--- src/rtl/gemcsc_seq_pkg.sv ---
// Shared encodings for the GEM-CSC match sequencer: FSM states, LCT quality codes,
// match_flags bit positions and the sticky-flag record.
package gemcsc_seq_pkg;

  localparam logic [1:0] ST_IDLE    = 2'd0;
  localparam logic [1:0] ST_OPEN    = 2'd1;
  localparam logic [1:0] ST_RESOLVE = 2'd2;
  localparam logic [1:0] ST_HOLD    = 2'd3;

  localparam logic [2:0] Q_ACC_BEND = 3'd7;
  localparam logic [2:0] Q_ACC      = 3'd6;
  localparam logic [2:0] Q_ACG_BEND = 3'd5;
  localparam logic [2:0] Q_ACG      = 3'd4;
  localparam logic [2:0] Q_AC       = 3'd3;
  localparam logic [2:0] Q_AC2      = 3'd2;
  localparam logic [2:0] Q_CC       = 3'd1;
  localparam logic [2:0] Q_NONE     = 3'd0;

  localparam int MF_ALCT_COPAD      = 0;
  localparam int MF_CLCT_COPAD      = 1;
  localparam int MF_ALCT_CLCT       = 2;
  localparam int MF_ALCT_CLCT_GEM   = 3;
  localparam int MF_ALCT_CLCT_COPAD = 4;

  typedef struct packed {
    logic alct;
    logic clct;
    logic gem;
    logic copad;
  } sticky_t;

  function automatic logic [4:0] match_from_sticky(input sticky_t s);
    logic [4:0] m;
    m = '0;
    m[MF_ALCT_CLCT_COPAD] = s.alct & s.clct & s.copad;
    m[MF_ALCT_CLCT_GEM]   = s.alct & s.clct & s.gem;
    m[MF_ALCT_CLCT]       = s.alct & s.clct;
    m[MF_CLCT_COPAD]      = s.clct & s.copad;
    m[MF_ALCT_COPAD]      = s.alct & s.copad;
    return m;
  endfunction

endpackage

--- src/rtl/gemcsc_quality_encode.sv ---
// Combinational priority encoder: 5 match bits plus GEM-CSC bend enable to 3-bit LCT quality.
// Also intended for reuse by the LCT builder.
module gemcsc_quality_encode
  import gemcsc_seq_pkg::*;
(
  input  logic [4:0] match_bits,
  input  logic       bend_en,
  output logic [2:0] quality
);

  // clct_copad outranks alct_copad even though its code is numerically lower.
  always_comb begin
    quality = Q_NONE;
    if (match_bits[MF_ALCT_CLCT_COPAD])    quality = bend_en ? Q_ACC_BEND : Q_ACC;
    else if (match_bits[MF_ALCT_CLCT_GEM]) quality = bend_en ? Q_ACG_BEND : Q_ACG;
    else if (match_bits[MF_ALCT_CLCT])     quality = Q_AC;
    else if (match_bits[MF_CLCT_COPAD])    quality = Q_CC;
    else if (match_bits[MF_ALCT_COPAD])    quality = Q_AC2;
  end

endmodule

--- src/rtl/gemcsc_match_sequencer.sv ---
// GEM-CSC match sequencer for one chamber: window -> resolve -> hold under valid/ack.
// Optional build macro GEMCSC_EARLY_CLOSE_EN closes the window once ALCT+CLCT+copad are all seen.
module gemcsc_match_sequencer
  import gemcsc_seq_pkg::*;
#(
  parameter int MXWIN   = 7,
  parameter int MXDROPB = 8
) (
  input  logic               clock,
  input  logic               reset_n,
  input  logic               alct_vpf,
  input  logic               clct_vpf,
  input  logic               gem_vpf,
  input  logic               copad_vpf,
  input  logic               gemcsc_bend_enable,
  input  logic               lct_ack,
  output logic               lct_vpf,
  output logic [2:0]         lct_q,
  output logic [4:0]         match_flags,
  output logic               seq_busy,
  output logic [MXDROPB-1:0] drop_cnt,
  output logic [1:0]         seq_state
);

  // Handshake: lct_vpf rises with a resolved nonzero quality and stays high with lct_q and
  // match_flags frozen until lct_ack is sampled high on a clock edge; ack is ignored otherwise.

  localparam logic [3:0] WIN_LAST = 4'(MXWIN - 1);

  logic [1:0] state, state_nxt;
  sticky_t    sticky, hits;
  logic [3:0] win_cnt;
  logic       trig, drop, window_done;
  logic [4:0] match_now;
  logic [2:0] q_now;

  assign trig = alct_vpf | clct_vpf | copad_vpf;
  assign hits = '{alct: alct_vpf, clct: clct_vpf, gem: gem_vpf, copad: copad_vpf};
  assign drop = trig & ((state == ST_RESOLVE) | (state == ST_HOLD));

`ifdef GEMCSC_EARLY_CLOSE_EN
  logic best_seen;
  assign best_seen = (sticky.alct | alct_vpf) & (sticky.clct | clct_vpf) & (sticky.copad | copad_vpf);
  assign window_done = (win_cnt == WIN_LAST) | best_seen;
`else
  assign window_done = (win_cnt == WIN_LAST);
`endif

  assign match_now = match_from_sticky(sticky);

  gemcsc_quality_encode u_quality (
    .match_bits (match_now),
    .bend_en    (gemcsc_bend_enable),
    .quality    (q_now)
  );

  assign seq_busy  = (state != ST_IDLE);
  assign seq_state = state;

  always_comb begin
    state_nxt = state;
    case (state)
      ST_IDLE:    if (trig) state_nxt = (MXWIN == 1) ? ST_RESOLVE : ST_OPEN;
      ST_OPEN:    if (window_done) state_nxt = ST_RESOLVE;
      ST_RESOLVE: state_nxt = (q_now != Q_NONE) ? ST_HOLD : ST_IDLE;
      ST_HOLD:    if (lct_ack) state_nxt = ST_IDLE;
      default:    state_nxt = ST_IDLE;
    endcase
  end

  always_ff @(posedge clock or negedge reset_n) begin
    if (!reset_n) begin
      state       <= ST_IDLE;
      sticky      <= '0;
      win_cnt     <= '0;
      lct_vpf     <= 1'b0;
      lct_q       <= Q_NONE;
      match_flags <= '0;
    end else begin
      state <= state_nxt;
      case (state)
        ST_IDLE: begin
          if (trig) begin
            sticky  <= hits;
            win_cnt <= 4'd1;
          end
        end
        ST_OPEN: begin
          sticky  <= sticky | hits;
          win_cnt <= win_cnt + 4'd1;
        end
        ST_RESOLVE: begin
          if (q_now != Q_NONE) begin
            lct_vpf     <= 1'b1;
            lct_q       <= q_now;
            match_flags <= match_now;
          end else begin
            sticky  <= '0;
            win_cnt <= '0;
          end
        end
        ST_HOLD: begin
          if (lct_ack) begin
            lct_vpf     <= 1'b0;
            lct_q       <= Q_NONE;
            match_flags <= '0;
            sticky      <= '0;
            win_cnt     <= '0;
          end
        end
        default: ;
      endcase
    end
  end

  always_ff @(posedge clock or negedge reset_n) begin
    if (!reset_n) begin
      drop_cnt <= '0;
    end else if (drop && (drop_cnt != '1)) begin
      drop_cnt <= drop_cnt + 1'b1;
    end
  end

endmodule

--- config.mk ---
export PLATFORM = sky130hd
export DESIGN_NAME = gemcsc_match_sequencer
export DESIGN_NICKNAME = d
export VERILOG_FILES = /design/src/rtl/gemcsc_seq_pkg.sv /design/src/rtl/gemcsc_quality_encode.sv /design/src/rtl/gemcsc_match_sequencer.sv
export SDC_FILE = /design/constraint.sdc
export NUM_CORES = 1
export LEC_CHECK = 0
export ABC_AREA = 0
export CAP_MARGIN = 10
export CORE_ASPECT_RATIO = 2
export CORE_MARGIN = 2
export CORE_UTILIZATION = 45
export CTS_BUF_LIST = sky130_fd_sc_hd__clkbuf_16
export DETAILED_ROUTE_END_ITERATION = 8
export GPL_TIMING_DRIVEN = 0
export PLACE_DENSITY = 0.81
export SLEW_MARGIN = 20
export SYNTH_ARGS = -nofsm -noshare
export SYNTH_HDL_FRONTEND = slang
export SYNTH_SLANG_ARGS = --single-unit
--- constraint.sdc ---
create_clock -name clock -period 2.3 [get_ports clock]
set_input_delay 0.69 -clock clock [delete_from_list [all_inputs] [get_ports clock]]
set_output_delay 0.69 -clock clock [all_outputs]
set_load 0.02 [all_outputs]
==> qor.yml, run 1 <==
sta:
  tightest_slew_ns: 0.593
  worst_slack_ns: 0.128
  rsz0062_at_grt: "no"
  period_share: 0.944
  maxSlewViolCount: 0
  skew_ns: 0.00139
  hold_viol_final: 0
  tns_ns: 0
  finalCriticalPeriod_ns: 2.17
  max_slew_margin: 0.604
  fmax_mhz: 460
  timing.final.setup_violations: 0
worst_setup_path:
  worstSetupStartpoint: "seq_state[1]$_DFFE_PN0P_"
  crit_required_ns: 1.61
  rr_endpoint: "drop_cnt[1]$_DFFE_PN0P_"
  r2r-start: "drop_cnt[0]$_DFFE_PN0P_"
  critPathLaunchType: "flop"
  r2r_setup_slack_ns: 0.66
  worstSetupPathType: "reg -> out"
  path_max_fanout: 8
  crit_path_end_kind: "output pin"
  ff2ff_path_depth: 4
  crit_arrival_ns: 1.48
floorplanning:
  pin_count: 28
  die_w_um: 44.4
  die_area_mm2: 0.00377
  row_count: 29
  core-area_mm2: 0.00316
  start_util: 0.465
  die_h_um: 84.8
yosys:
  syn_inst: 138
  synthArstFlopShare: 1.00
  syn_area_mm2: 0.00147
  synth_flop_cell: "dfrtp_1"
  syn-num-nets: 149
  synth_warnings: 0
  synth-seq-cells: 27
  ys_seq_area_frac: 0.460
  synth_cell_types: 51
  syn_avg_cell_area_um2: 10.6
  synth_edf_count: 0
finish:
  antenna_cells: 0
  area_growth_pct: 26.2
  final_layout_size_suffix_gt1_frac: 0.130
  fill_cells: 284
  nets: 181
detailed_routing:
  ant_nets: 0
  finalWirelength_um: 3500
  post_drt_wl_per_cell_um: 17.5
  first_iter_violations: 36
  vias: 1269
  via_per_inst: 6.35
  dr.pass1.iters: 5
  remaining_drc_errors: 0
outcome:
  run_status: "finished clean"
flow_run:
  drv_cap: 0
pwr:
  p_per_area_mw_per_mm2: 1290
  vdd_drop_max_uv: 846
  leakagePower_uw: 0.000783
placed_design:
  hpwl_um: 2630
  port_buffers: 27
  pre_cts_ws_ns: 0.0131
  gp_congestion: 0.812
clock_network:
  clk_pin_slew_ns: 0.06
  cts_tree: "yes"
  hold_buffers: 0
  clock-sinks: 27
  clockBufferDepth: 2
  root_buffer: "clkbuf_16"
  cts_setup_buffers: 0
  h-tree-depth: 1
  clk_latency_ns: 0.27
  cts_buffers: 3
global_route:
  grt_pass1_wl_um: 5660
  grt.total_usage: 0.201
  grt_overflow: 0
  antenna_found_initial: 0
  first_global_vias: 1304
  grt_max_degree: 28
hold_path:
  hp-class: "in -> async"
## logic make-up (layout without fill, tap and decap cells)
kind of cell | after synthesis | count (layout) | synth area share
compound gates | 49 | 49 | 0.262
simple gates | 34 | 34 | 0.134
flops | 27 | 27 | 0.460
buf+inv | 15 | 46 | 0.0520
mux | 5 | 5 | 0.0366
fa+ha+maj | 4 | 4 | 0.0324
xor+xnor | 4 | 4 | 0.0239
## power breakdown
| part | internal, uW | switching, uW | total (uW) |
|---|---|---|---|
| logic | 553 | 603 | 1160 |
| registers | 652 | 185 | 837 |
| clock network | 233 | 168 | 402 |
## how the worst max path moves through the flow
stage / slack (ns) / end / cells after the start
after floorplan: 0.66 / seq_busy / 3
after global placement: 0.06 / drop_cnt[1]$_DFFE_PN0P_ / 4
after detailed placement: 0.01 / drop_cnt[1]$_DFFE_PN0P_ / 4
after CTS: 0.08 / seq_busy / 4
after global routing: 0.07 / seq_busy / 4
final: 0.13 / seq_busy / 4
## layer usage
layer	routed length, um	up-vias	share of wire	GRT usage
met5	0	-	0	0
met4	71	0	0.020	0.0992
met3	139	5	0.040	0.0258
li1	-	584	-	-
met1	1310	639	0.37	0.211
met2	1980	41	0.57	0.368
## layout by cell type, fill, tap and decap left out, types with 4 or more instances in the layout
cell / n
nand3_1: 5
o211ai_1: 5
buf_2: 5
nand2_1: 4
inv_1: 9
dfrtp_1: 27
o21ai_0: 9
a21oi_1: 5
clkdlybuf4s50_1: 25
nor2_1: 6
## Yosys cell counts, types with 4 or more instances
master | number | share of area
dfrtp_1 | 27 | 0.46
a21oi_1 | 5 | 0.017
o211ai_1 | 5 | 0.026
buf_2 | 4 | 0.014
nand3_1 | 5 | 0.017
nor2_1 | 7 | 0.018
inv_1 | 8 | 0.020
o21ai_0 | 9 | 0.031
nand2_1 | 4 | 0.010
## repair_timing
| action | CTS | global route |
|---|---|---|
| pin swaps | 0 | 0 |
| setup endpoints to repair | 1 | 1 |
| gates resized for setup | 1 | 1 |
## stage by stage
| step | instances | hold slack, ns | area [um^2] | util | power, uW |
|---|---|---|---|---|---|
| 5_1_grt | 200 | 0.480 | 1850 | 0.587 | 2520 |
| 3_5_place_dp | 196 | 0.474 | 1770 | 0.562 | 2000 |
| 2_1_floorplan | 138 | 0.394 | 1470 | - | 1550 |
| 3_3_place_gp | 196 | 0.460 | 1780 | 0.563 | 1930 |
| 6_report | 200 | 0.422 | 1850 | 0.587 | 2390 |
| 4_1_cts | 200 | 0.452 | 1850 | 0.586 | 2400 |
## final cells by class
type,count,area (um^2),share of cell area
multi-input combinational,96,719,0.388
sequential,27,676,0.365
timing repair buffer,27,264,0.142
clock buffer,3,75.1,0.0405
buffer,6,42.5,0.0230
tap,31,38.8,0.0209
inverter,9,33.8,0.0182
clock inverter,1,3.75,0.00203
## critical path, cell delays in order (launching register included)
cell and delay [ns]:
dfrtp_1 0.37, buf_2 0.18, nor2_2 0.21, inv_1 0.11, dlygate4sd2_1 0.34
## flip-flops by register name (all words and copies together), names as in the netlist
register and flops:
drop_cnt 8, match_flags 5, sticky 4, win_cnt 4, lct_q 3, seq_state 2
lct_vpf 1
No activity file was read; power rests on OpenSTA's default activity.
==> inputs of run 2 (changes only) <==
--- a/config.mk
+++ b/config.mk
@@ -8,7 +8,7 @@
 export ABC_AREA = 0
 export CAP_MARGIN = 10
 export CORE_ASPECT_RATIO = 2
-export CORE_MARGIN = 2
+export CORE_MARGIN = 8
 export CORE_UTILIZATION = 45
 export CTS_BUF_LIST = sky130_fd_sc_hd__clkbuf_16
 export DETAILED_ROUTE_END_ITERATION = 8
==> run 2 against run 1 <==
Net effect: fmax is 0.76% higher; clock power shrank 4%; combinational power about the same; register-to-register slack better by 0.05 ns; critical path type unchanged; highest routed layer unchanged.
==> qor.yml, run 2 (synthesis gave the netlist of run 1 again) <==
global_route:
  grt_pass1_wl_um: 6150
  antenna_found_initial: 0
  first_global_vias: 1406
  grt_max_degree: 28
  grt.total_usage: 0.132
  grt_overflow: 0
finish:
  final-seq-area_um2: 676
  nets: 181
  multi_input_area_um2: 719
  final_common_cell: "dfrtp_1"
  finish.utilization: 0.587
  reg.largest.list: "drop_cnt: 8 flops, match_flags: 5 flops"
  regMostFlops: "drop_cnt"
  area_growth_pct: 26.2
  final_layout_size_suffix_gt1_frac: 0.130
  layout_common_cells: "dfrtp_1, clkdlybuf4s50_1, inv_1, o21ai_0, nor2_1"
  antenna_cells: 0
  design_area_mm2: 0.00185
  largest_reg_flops: 8
  fill_cells: 272
sta:
  tightest_slew_ns: 0.600
  fmax_mhz: 464
  skew_ns: 0.00452
  timing.final.setup_violations: 0
  finalCriticalPeriod_ns: 2.16
  max_slew_margin: 0.600
  hold_viol_final: 0
  rsz0062_at_grt: "no"
  maxSlewViolCount: 0
  fin_hold_ws_ns: 0.434
  period_share: 0.937
  tns_ns: 0
worst_setup_path:
  crit_slowest_cell: "dfrtp_1"
  crit_chain: "buf_2, nor2_2, inv_1, dlygate4sd2_1"
  worstSetupPathType: "reg -> out"
  crit_required_ns: 1.61
  r2r_setup_slack_ns: 0.71
  crit_path_end_kind: "output pin"
  worst-path-stages: 4
  ff2ff_path_depth: 4
  rr_endpoint: "drop_cnt[1]$_DFFE_PN0P_"
  critPathLaunchType: "flop"
  path_max_fanout: 8
  cp_num_buf_inv: 3
  cpPeakStageDelay_ns: 0.38
  crit_arrival_ns: 1.47
  r2r-start: "drop_cnt[0]$_DFFE_PN0P_"
  cpLargestDelayFamily: "buffers and inverters"
clock_network:
  clock-sinks: 27
  root_buffer: "clkbuf_16"
  hold_buffers: 0
  clk_latency_ns: 0.26
  clk_pin_slew_ns: 0.06
  clockBufferDepth: 2
  cts_setup_buffers: 0
  cts_buffers: 3
  cts_resized: 2
  cts_tree: "yes"
  h-tree-depth: 1
outcome:
  run_status: "finished clean"
floorplanning:
  row_count: 29
  core-area_mm2: 0.00316
  pin_count: 28
  die_h_um: 96.8
  start_util: 0.465
  die_w_um: 56.4
  die_area_mm2: 0.00546
pwr:
  leakagePower_uw: 0.000783
  p_per_area_mw_per_mm2: 1280
  vdd_drop_max_uv: 893
hold_path:
  hp-class: "in -> async"
detailed_routing:
  finalWirelength_um: 3610
  via_per_inst: 6.43
  dr.pass1.iters: 4
  post_drt_wl_per_cell_um: 18.0
  ant_nets: 0
  remaining_drc_errors: 0
  first_iter_violations: 32
  vias: 1285
flow_run:
  drv_cap: 0
placed_design:
  gp_congestion: 0.840
  place_area_mm2: 0.00177
  port_buffers: 27
  hpwl_um: 2740
==> run 2: cell counts in the layout (fill, tap and decap cells not counted) <==
Identical to the previous run, type by type.
==> run 2: layout make-up <==
class                           instances  share of cell area
Multi-Input combinational cell         96               0.388
Sequential cell                        27               0.365
Clock buffer                            3              0.0405
Timing Repair Buffer                   27               0.142
Tap cell                               31              0.0209
Inverter                                9              0.0182
Buffer                                  6              0.0230
Clock inverter                          1             0.00203
==> run 2: how the worst max path moves through the flow <==
stage | from | to | slack [ns]
6_report | seq_state[1]$_DFFE_PN0P_ | seq_busy | 0.14
5_1_grt | seq_state[1]$_DFFE_PN0P_ | seq_busy | 0.11
2_1_floorplan | seq_state[1]$_DFFE_PN0P_ | seq_busy | 0.66
4_1_cts | seq_state[1]$_DFFE_PN0P_ | seq_busy | 0.15
3_3_place_gp | alct_vpf | drop_cnt[1]$_DFFE_PN0P_ | 0.07
3_5_place_dp | alct_vpf | drop_cnt[1]$_DFFE_PN0P_ | 0.02
==> run 2: worst register-to-register path, stage by stage, from the launching register on <==
cell and delay, ns:
dfrtp_1 0.42, ha_1 0.27, nand3_1 0.17, o21ai_1 0.27
mux2_1 0.34
==> run 2: stage by stage <==
stage	std cells	power (uW)	setup WS [ns]
after floorplan	138	1550	0.658
final	200	2380	0.144
after CTS	200	2390	0.151
after detailed placement	196	2000	0.0240
after global placement	196	1940	0.0746
after global routing	200	2540	0.109
==> run 2: power by group <==
group | switching, uW | internal (uW) | total, uW
Sequential | 179 | 652 | 832
Clock | 154 | 233 | 386
Combinational | 611 | 552 | 1160
==> run 2: layer usage <==
metal | up-vias | GRT usage | part of all wire
met5 | - | 0 | 0
met4 | 0 | 0.0726 | 0.031
met3 | 11 | 0.0380 | 0.055
met2 | 42 | 0.236 | 0.55
met1 | 648 | 0.128 | 0.36
li1 | 584 | - | -
==> inputs of run 3 (changes only) <==
--- a/config.mk
+++ b/config.mk
@@ -14,7 +14,6 @@
 export DETAILED_ROUTE_END_ITERATION = 8
 export GPL_TIMING_DRIVEN = 0
 export PLACE_DENSITY = 0.81
-export SLEW_MARGIN = 20
 export SYNTH_ARGS = -nofsm -noshare
 export SYNTH_HDL_FRONTEND = slang
 export SYNTH_SLANG_ARGS = --single-unit
==> run 3 against run 2 <==
Net effect: via count rose by 0.62%; clock skew barely moved; critical path type unchanged; global-route usage did not move.
==> qor.yml, run 3 (synthesis gave the netlist of run 1 again) <==
clock_network:
  cts_buffers: 3
  clk_latency_ns: 0.26
  cts_tree: "yes"
  clk_pin_slew_ns: 0.06
  root_buffer: "clkbuf_16"
  clockBufferDepth: 2
  h-tree-depth: 1
  clock-sinks: 27
floorplanning:
  die_area_mm2: 0.00546
  row_count: 29
  pin_count: 28
  die_w_um: 56.4
  start_util: 0.465
  core-area_mm2: 0.00316
  die_h_um: 96.8
pwr:
  leakagePower_uw: 0.000791
  vdd_drop_max_uv: 893
  switchingPower_uw: 946
  p_seq_frac: 0.349
  p_per_area_mw_per_mm2: 1270
  intPower_uw: 1440
  power_uw: 2390
  comb_power_share: 0.489
  swShare: 0.396
  clkPwrFrac: 0.162
global_route:
  antenna_found_initial: 0
  grt_max_degree: 28
  grt.total_usage: 0.132
  grt_overflow: 0
  first_global_vias: 1406
  grt_pass1_wl_um: 6150
worst_setup_path:
  path_max_fanout: 8
  crit_path_end_kind: "output pin"
  crit_arrival_ns: 1.47
  critPathLaunchType: "flop"
  worstSetupPathType: "reg -> out"
  crit_slowest_cell: "dfrtp_1"
  cpPeakStageDelay_ns: 0.38
  crit_required_ns: 1.61
  crit_chain: "buf_2, nor2_2, inv_1, dlygate4sd2_1"
finish:
  nets: 182
  layout_common_cells: "dfrtp_1, clkdlybuf4s50_1, inv_1, o21ai_0, nor2_1"
  antenna_cells: 0
  design_area_mm2: 0.00187
  regMostFlops: "drop_cnt"
  area_growth_pct: 27.5
  reg.largest.list: "drop_cnt: 8 flops, match_flags: 5 flops"
  final_common_cell: "dfrtp_1"
  largest_reg_flops: 8
  final_layout_size_suffix_gt1_frac: 0.129
  finish.utilization: 0.593
sta:
  rsz0062_at_grt: "no"
  finalCriticalPeriod_ns: 2.16
  period_share: 0.937
  tightest_slew_ns: 0.656
  fmax_mhz: 464
  maxSlewViolCount: 0
  hold_viol_final: 0
  tns_ns: 0
  fin_hold_ws_ns: 0.480
  skew_ns: 0.00423
  max_slew_margin: 0.561
  timing.final.setup_violations: 0
detailed_routing:
  post_drt_wl_per_cell_um: 18.0
  ant_nets: 0
  remaining_drc_errors: 0
  finalWirelength_um: 3610
  via_per_inst: 6.43
  first_iter_violations: 24
  dr.pass1.iters: 4
  vias: 1293
outcome:
  run_status: "finished clean"
flow_run:
  drv_cap: 0
hold_path:
  hp-class: "reg -> reg"
placed_design:
  gp_congestion: 0.840
  hpwl_um: 2740
  port_buffers: 27
  place_area_mm2: 0.00178
-- run 3: repair_timing --
action | in CTS | in global routing
endpoints found under the hold margin | 0 | 0
hold buffers | 0 | 0
setup buffers | 0 | 0
setup endpoints to repair | 1 | 0
resized for setup | 2 | 0
-- run 3: worst max-delay path, delay by kind of cell, from the launching register on --
family / cells / cell delay (ns)
buf+inv: 3 / 0.64
flops: 1 / 0.38
simple gates: 1 / 0.19
-- run 3: power by group through the flow --
stage	clock (uW)	sequential, uW	combinational (uW)
final	386	833	1170
after global routing	410	859	1270
after CTS	388	830	1170
after detailed placement	0	838	1160
after global placement	0	821	1120
after floorplan	0	943	603
-- run 3: worst paths after layout --
path                                               to                       start  cells past startpoint  slack (ns)
setup / recovery                             seq_busy    seq_state[1]$_DFFE_PN0P_                      4        0.14
hold / removal             match_flags[2]$_DFFE_PN0P_  match_flags[2]$_DFFE_PN0P_                      1        0.48
setup reg to reg              drop_cnt[1]$_DFFE_PN0P_     drop_cnt[0]$_DFFE_PN0P_                      4        0.71
hold reg to reg            match_flags[2]$_DFFE_PN0P_  match_flags[2]$_DFFE_PN0P_                      1        0.48
max in group asynchronous  match_flags[2]$_DFFE_PN0P_                     reset_n                      2        0.95
min in group asynchronous  match_flags[1]$_DFFE_PN0P_                     reset_n                      1        0.83
-- run 3: layout make-up --
type                    instances  area [um^2]
plain buffers                   6         42.5
fillers                       270         1280
well taps                      31         38.8
inverters                       9         33.8
repair buffers                 28          284
flip-flops and latches         27          676
multi-input cells              96          719
clock buffers                   3         75.1
clock inverters                 1         3.75
-- run 3: through the flow --
step / instances / setup WS [ns]
after global placement: 196 / 0.0746
final: 201 / 0.145
after global routing: 201 / 0.109
after floorplan: 138 / 0.658
after CTS: 200 / 0.151
after detailed placement: 196 / 0.0240
-- run 3: metal layers --
layer | vias to the layer above | GRT usage | routed length (um)
met5 | - | 0 | 0
met4 | 0 | 0.0726 | 117
met1 | 650 | 0.128 | 1300
met3 | 11 | 0.0380 | 211
met2 | 46 | 0.236 | 1980
li1 | 586 | - | -
